$ cat config.mk
export PLATFORM = sky130hd
export DESIGN_NAME = serialize_multi
export DESIGN_NICKNAME = d
export VERILOG_FILES = /design/src/rtl/serialize_pkg.sv /design/src/rtl/serialize_next_chan.sv /design/src/rtl/serialize_multi.sv
export SDC_FILE = /design/constraint.sdc
export NUM_CORES = 1
export LEC_CHECK = 0
export BUFFER_PORTS_ARGS = -buffer_cell sky130_fd_sc_hd__buf_4
export CORE_AREA = 2 2 212 131
export CTS_BUF_LIST = sky130_fd_sc_hd__clkbuf_8
export DETAILED_ROUTE_END_ITERATION = 7
export DIE_AREA = 0 0 214 133
export GPL_TIMING_DRIVEN = 0
export PLACE_DENSITY = 0.77
export SYNTH_ARGS = -nofsm -noshare
export SYNTH_HDL_FRONTEND = slang
export SYNTH_HIERARCHICAL = 1
export SYNTH_SLANG_ARGS = --single-unit
export TNS_END_PERCENT = 50
$ cat constraint.sdc
create_clock -name clk -period 8.35 [get_ports clk]
set_clock_uncertainty 0.1 [all_clocks]
set_input_delay 0.835 -clock clk [delete_from_list [all_inputs] [get_ports clk]]
set_output_delay 0.835 -clock clk [all_outputs]
set_load 0.05 [all_outputs]
$ cat src/rtl/serialize_pkg.sv
// serialize_pkg: shared index-width helper and FSM state encoding for serialize_multi.
package serialize_pkg;
  typedef enum logic {ST_IDLE = 1'b0, ST_SHIFT = 1'b1} state_t;
  function automatic int clog2(input int n);
    int r;
    r = 0;
    while ((1 << r) < n) r++;
    return r;
  endfunction
endpackage

$ cat src/rtl/serialize_next_chan.sv
// serialize_next_chan: lowest set bit of i_mask at or above i_from.
module serialize_next_chan #(
  parameter int nch = 8,
  parameter int cw  = 3,
  parameter int fw  = 4
) (
  input  logic [nch-1:0] i_mask,
  input  logic [fw-1:0]  i_from,
  output logic           o_found,
  output logic [cw-1:0]  o_idx
);
  always_comb begin
    o_found = 1'b0;
    o_idx   = '0;
    for (int k = nch - 1; k >= 0; k--) begin
      if (i_mask[k] && k >= int'(i_from)) begin
        o_found = 1'b1;
        o_idx   = cw'(k);
      end
    end
  end
endmodule

$ cat src/rtl/serialize_multi.sv
// serialize_multi: snap nch samples, emit them one per clk onto a daisy-chained stream; forwards upstream when idle.
// Optional channel mask enabled by SERIALIZE_MULTI_MASK_EN.
module serialize_multi
  import serialize_pkg::*;
#(
  parameter int dwi = 28,
  parameter int nch = 8,
  parameter int cw  = 3
) (
  input  logic               clk,
  input  logic               rst,
  input  logic               samp,
  input  logic [nch*dwi-1:0] data_in,
  input  logic [dwi-1:0]     stream_in,
  input  logic               gate_in,
`ifdef SERIALIZE_MULTI_MASK_EN
  input  logic [nch-1:0]     chan_mask,
`endif
  output logic [dwi-1:0]     stream_out,
  output logic               gate_out,
  output logic [cw-1:0]      chan_out,
  output logic               strobe_out,
  output logic               busy,
  output logic               overrun,
  input  logic               clr_err
);
  localparam int FW = clog2(nch + 1);
  state_t             r_state, w_state_n;
  logic [cw-1:0]      r_idx, w_idx_n, w_first, w_nxt;
  logic [nch*dwi-1:0] r_shadow;
  logic [FW-1:0]      w_from;
  logic               w_first_ok, w_nxt_ok, w_snap, w_shift, w_emit, w_err;
  logic [dwi-1:0]     w_word;
  assign w_shift = r_state == ST_SHIFT;
  assign w_snap  = samp & w_first_ok;
  assign w_emit  = w_snap | w_shift;
  assign w_from  = (w_snap ? FW'(w_first) : FW'(r_idx)) + FW'(1);
`ifdef SERIALIZE_MULTI_MASK_EN
  logic [nch-1:0] r_mask;
  serialize_next_chan #(.nch(nch), .cw(cw), .fw(FW)) u_first (
    .i_mask(chan_mask), .i_from('0), .o_found(w_first_ok), .o_idx(w_first)
  );
  serialize_next_chan #(.nch(nch), .cw(cw), .fw(FW)) u_next (
    .i_mask(w_snap ? chan_mask : r_mask), .i_from(w_from), .o_found(w_nxt_ok), .o_idx(w_nxt)
  );
  always_ff @(posedge clk or posedge rst) begin
    if (rst) r_mask <= '0;
    else if (w_snap) r_mask <= chan_mask;
  end
`else
  assign w_first_ok = 1'b1;
  assign w_first    = '0;
  assign w_nxt      = cw'(w_from);
  assign w_nxt_ok   = w_from < FW'(nch);
`endif
  // A fresh snap is read straight from data_in since the shadow loads on this same edge.
  assign w_word = w_snap ? data_in[w_first*dwi +: dwi] : r_shadow[r_idx*dwi +: dwi];
  assign w_err  = (gate_in & w_emit) | (w_snap & w_shift);
  always_comb begin
    w_state_n = w_emit ? (w_nxt_ok ? ST_SHIFT : ST_IDLE) : r_state;
    w_idx_n   = w_emit ? w_nxt : r_idx;
  end
  always_ff @(posedge clk or posedge rst) begin
    if (rst) begin
      r_state    <= ST_IDLE;
      r_idx      <= '0;
      r_shadow   <= '0;
      stream_out <= '0;
      gate_out   <= 1'b0;
      chan_out   <= '0;
      overrun    <= 1'b0;
    end else begin
      r_state    <= w_state_n;
      r_idx      <= w_idx_n;
      r_shadow   <= w_snap ? data_in : r_shadow;
      stream_out <= w_emit ? w_word : stream_in;
      gate_out   <= w_emit | gate_in;
      chan_out   <= w_emit ? (w_snap ? w_first : r_idx) : '0;
      overrun    <= w_err | (overrun & ~clr_err);
    end
  end
  assign strobe_out = samp;
  assign busy       = w_shift;
endmodule
# Word-level counts from Yosys, hierarchy flattened
# Index checks and enable logic that the tools add are counted.
dict set report classes {
  shifts 1
  n_mux 6
  bitwise_logic 8
  multipliers 1
  n_addsub 1
  order_cmp 1
}
# op n
set op_table {}
lappend op_table {{$shiftx 224x9->28} 1}
lappend op_table {{$mux 28} 2}
lappend op_table {{$mux 3} 3}
lappend op_table {{$mul 3x3->6 const B} 1}
lappend op_table {{$add 3x1->4 const B} 1}
lappend op_table {{$lt 4x4->1 const B} 1}
lappend op_table {{$or 1x1->1} 4}
lappend op_table {{$and 1x1->1} 3}
lappend op_table {{$mux 1} 1}
lappend op_table {{$not 1->1} 1}
dict set report totals {
  in_bits 257
  word_cells 25
  reg_bits 261
}

# Depth between registers and ports, before layout
dict set report logic_depth {
  word_depth 4
  ltp_mapped 7
  mapped_depth_nobuf 4
}

# Worst setup path after synthesis
# Ideal clock, no wire load.
dict set report synth_timing {
  path_kind {input -> register}
  from {input port samp}
  to {register r_shadow[117]}
  setup_ps 125
  path_slack_ps 6241
  t_arrival_ps 1884
  cell_stages 5
  cell_sequence {buf_2 > buf_2 > buf_2 > buf_4 > mux2_2}
}
# item line
set synth_lines {}
lappend synth_lines {{from (decl)} serialize_multi.sv:12} ;# input logic samp,
lappend synth_lines {{to (signal assigned)} serialize_multi.sv:75} ;# r_shadow <= w_snap ? data_in : r_shadow;
lappend synth_lines {{to (decl)} serialize_multi.sv:30} ;# logic [nch*dwi-1:0] r_shadow;
# No word-level cell between the ends.

# Worst setup path in the final report
dict set report layout_timing {
  from {register r_idx[2]}
  to {register stream_out[19]}
}
dict set report layout_between {
  elab_chain_len 4
}
# item line
set layout_lines {}
lappend layout_lines {{from (decl)} serialize_multi.sv:29} ;# logic [cw-1:0] r_idx, w_idx_n, w_first, w_nxt;
lappend layout_lines {{from (signal assigned)} serialize_multi.sv:74} ;# r_idx <= w_idx_n;
lappend layout_lines {{$mul 3x3->6} serialize_multi.sv:57} ;# assign w_word = w_snap ? data_in[w_first*dwi +: dwi] : r_shadow[r_idx*dwi +: dwi];
lappend layout_lines {{$shiftx 224x9->28} serialize_multi.sv:57}
lappend layout_lines {{$mux 28} serialize_multi.sv:57}
lappend layout_lines {{$mux 28} serialize_multi.sv:76} ;# stream_out <= w_emit ? w_word : stream_in;
lappend layout_lines {{to (signal assigned)} serialize_multi.sv:76}
lappend layout_lines {{to (decl)} serialize_multi.sv:19} ;# output logic [dwi-1:0] stream_out,
# No other way between the ends.
# A chain may end at the register's enable or synchronous reset.

==> impl_metrics.tcl <==
set metrics [dict create \
    power.density_nw_per_um2 236.3 \
    placed_area_um2 14440 \
    finalHoldWorstSlack_ns 0.1178 \
    yosys_warnings 6 \
    synth-edff-count 0 \
    grt_max_degree 123 \
    slowest_delay_ns 0.57 \
    finalCriticalPeriod_ns 2.335 \
    comb_power_share 0.260 \
    synthFlopType "dfrtp_1" \
    status "finished, final reports clean" \
    grt_pass1_vias 8823 \
    drt_iter0_markers 531 \
    die_h_um 133 \
    cp_max_fo 10 \
    drtAntennaViolNets 0 \
    core_area_um2 26760 \
    dr.pass1.iters 5 \
    drt-total-wl_mm 36.13 \
    tightest_slew_ns 0.7670 \
    async_reset_ff_frac 1.000 \
    routedWlPerCell_um 23.20 \
    htree_levels 2 \
    ir_drop_uv 127.2 \
    crit_type "reg2reg" \
    post_drt_via_cell_ratio 5.334 \
    grt-ovfl-total 0 \
    postCtsSetupBuffers 0 \
    leakage_uw 0.006978 \
    slew_violations 0 \
    p_sw_frac 0.3109 \
    finalNetCount 1416 \
    syn_area_per_cell_um2 14.27 \
    worstPathCellList "buf_2 -> nor2_2 -> buf_4 -> a22oi_1 -> a211oi_1" \
    start_util 0.4388 \
    syn_to_final_growth_pct 30.66 \
    required_ns 8.70 \
    relSlewSlack 0.4886 \
    rsz0062_at_grt "false" \
    power_frac_clock 0.325 \
    cts.sinks 261 \
    worstSetupStartpointType "register" \
    synth_seq_cells 261 \
    final_util 0.5733 \
    dr_total_vias 8305 \
    die_area_um2 28460 \
    dp_hpwl_mm 26.72 \
    syn_nets 1081 \
    fmax_mhz 428.3 \
    cts_made_buffers 41 \
    cts_resized 0 \
    clock_path_buffers 3 \
    setup_violations 0 \
    grt_usage 0.2571 \
    hold_path_class "in2async" \
    grt_pass1_wl_mm 54.39 \
    crit_buf_inv 2 \
    yosysSeqAreaShare 0.5563 \
    gp_congestion 0.8466 \
    ctsHoldBuffers 0 \
    cts_root_buf "clkbuf_8" \
    cp_top_family "buffers and inverters" \
    crit_arrival_ns 2.69 \
    antenna_found_initial 3 \
    switching_power_uw 1127 \
    netlist_instances 823 \
    internal-power_uw 2498 \
    syn_area_um2 11740 \
    clock_latency_ns 0.56 \
    fin_area_um2 15340 \
    cts_tree "yes" \
    place.port_buffers 290 \
    io-pin-count 292 \
    endpoint_kind "register" \
    drive_above_1_share 0.5746 \
    synth_cell_type_count 26 \
    cpMaxStageDelayCell "nor2_2" \
    seqPwrFrac 0.414 \
    drv_cap 0 \
    remaining_drc_errors 0 \
    finalCritPeriodShare 0.2796 \
    hold_violations 0 \
    rows 47 \
    path_clk_slew_ns 0.07 \
    die_x_um 214 \
]
## power groups by stage
stage                     registers (uW)  clock network, uW  logic, uW
after floorplan                     1680                  0        424
after global placement              1520                  0        930
final                               1500               1180        943
after detailed placement            1520                  0        947
after CTS                           1500               1200        948
after global routing                1520               1260        999
## layer usage
metal	part of all wire	track usage	vias up
li1	-	-	3702
met1	0.47	0.3748	4233
met2	0.43	0.3690	319
met3	0.083	0.07724	51
met4	0.022	0.07887	0
met5	0	0	-
## logic make-up after synthesis
kind of cell,after synthesis,share of synthesized area
AO/OA/AOI/OAI,117,0.07481
XOR/XNOR,2,0.001492
multiplexers,280,0.2954
flip-flops,261,0.5563
adder cells (fa/ha/maj),1,0.001065
buffers and inverters,62,0.03112
AND/OR/NAND/NOR,100,0.03986
## cell type report
type / count / area [um2]
sequential: 261 / 6531
fill: 2186 / 11420
inverter: 3 / 18.77
timing repair buffer: 292 / 2232
antenna: 3 / 7.507
tap: 367 / 459.2
clock buffer: 56 / 770.7
buffer: 59 / 354.1
clock inverter: 16 / 122.6
multi-input combinational: 500 / 4845
## final timing paths
check	from	end	slack [ns]	cells after the start
setup / recovery	r_idx[2]	stream_out[19]	6.01	5
hold / removal	rst	r_shadow[198]	0.12	2
setup reg to reg	r_idx[2]	stream_out[19]	6.01	5
hold reg to reg	r_shadow[23]	r_shadow[23]	0.38	1
max in group asynchronous	rst	r_shadow[127]	6.67	4
min in group clk	clr_err	overrun	0.38	2
## stage by stage
step / setup TNS [ns] / cells / setup slack [ns] / power [uW]
4_1_cts: 0 / 1554 / 6.008 / 3653
5_1_grt: 0 / 1556 / 5.889 / 3776
2_1_floorplan: 0 / 823 / 0.2315 / 2108
3_3_place_gp: -696.59 / 1480 / -2.704 / 2448
3_5_place_dp: 0 / 1482 / 5.633 / 2471
6_report: 0 / 1557 / 6.015 / 3625
## state kept, by name, indices dropped and copies added (netlist names)
register / cells
overrun: 1
stream_out: 28
gate_out: 1
r_shadow: 224
r_idx: 3
busy: 1
chan_out: 3
## Yosys cell counts, drive strengths merged (2+ instances only)
library cell	number	share of area
clkbuf	11	0.0035
nand2	5	0.0016
mux2	252	0.24
buf	48	0.027
xnor2	2	0.0015
nor2b	3	0.0016
and2	31	0.017
a211oi	56	0.036
mux4	28	0.054
inv	3	0.00096
nor2	59	0.019
a22oi	28	0.018
a21o	28	0.018
dfrtp	261	0.56
## worst register-to-register path, cell delays in order (launching register included)
cell	delay [ns]
dfrtp_1	0.41
buf_2	0.26
nor2_2	0.58
buf_4	0.34
a22oi_1	0.20
a211oi_1	0.34
## placed cells by master, fill, tap and decap left out, types with 2 or more instances in the layout
master,Yosys,routed
buf_4,14,304
dfrtp_1,261,261
mux2_2,252,252
nor2_1,58,58
a211oi_1,56,56
clkbuf_8,0,56
and2_1,31,31
a22oi_1,28,28
mux4_2,28,28
a21o_1,28,28
buf_2,22,22
inv_1,3,12
clkbuf_1,11,11
buf_6,7,7
buf_1,5,5
nand2_1,5,5
diode_2,0,3
nor2b_1,3,3
xnor2_1,2,2
clkinvlp_4,0,2
clkinv_2,0,2
bufinv_16,0,2
buf_16,0,2
Power figures use the tool's default switching activity.
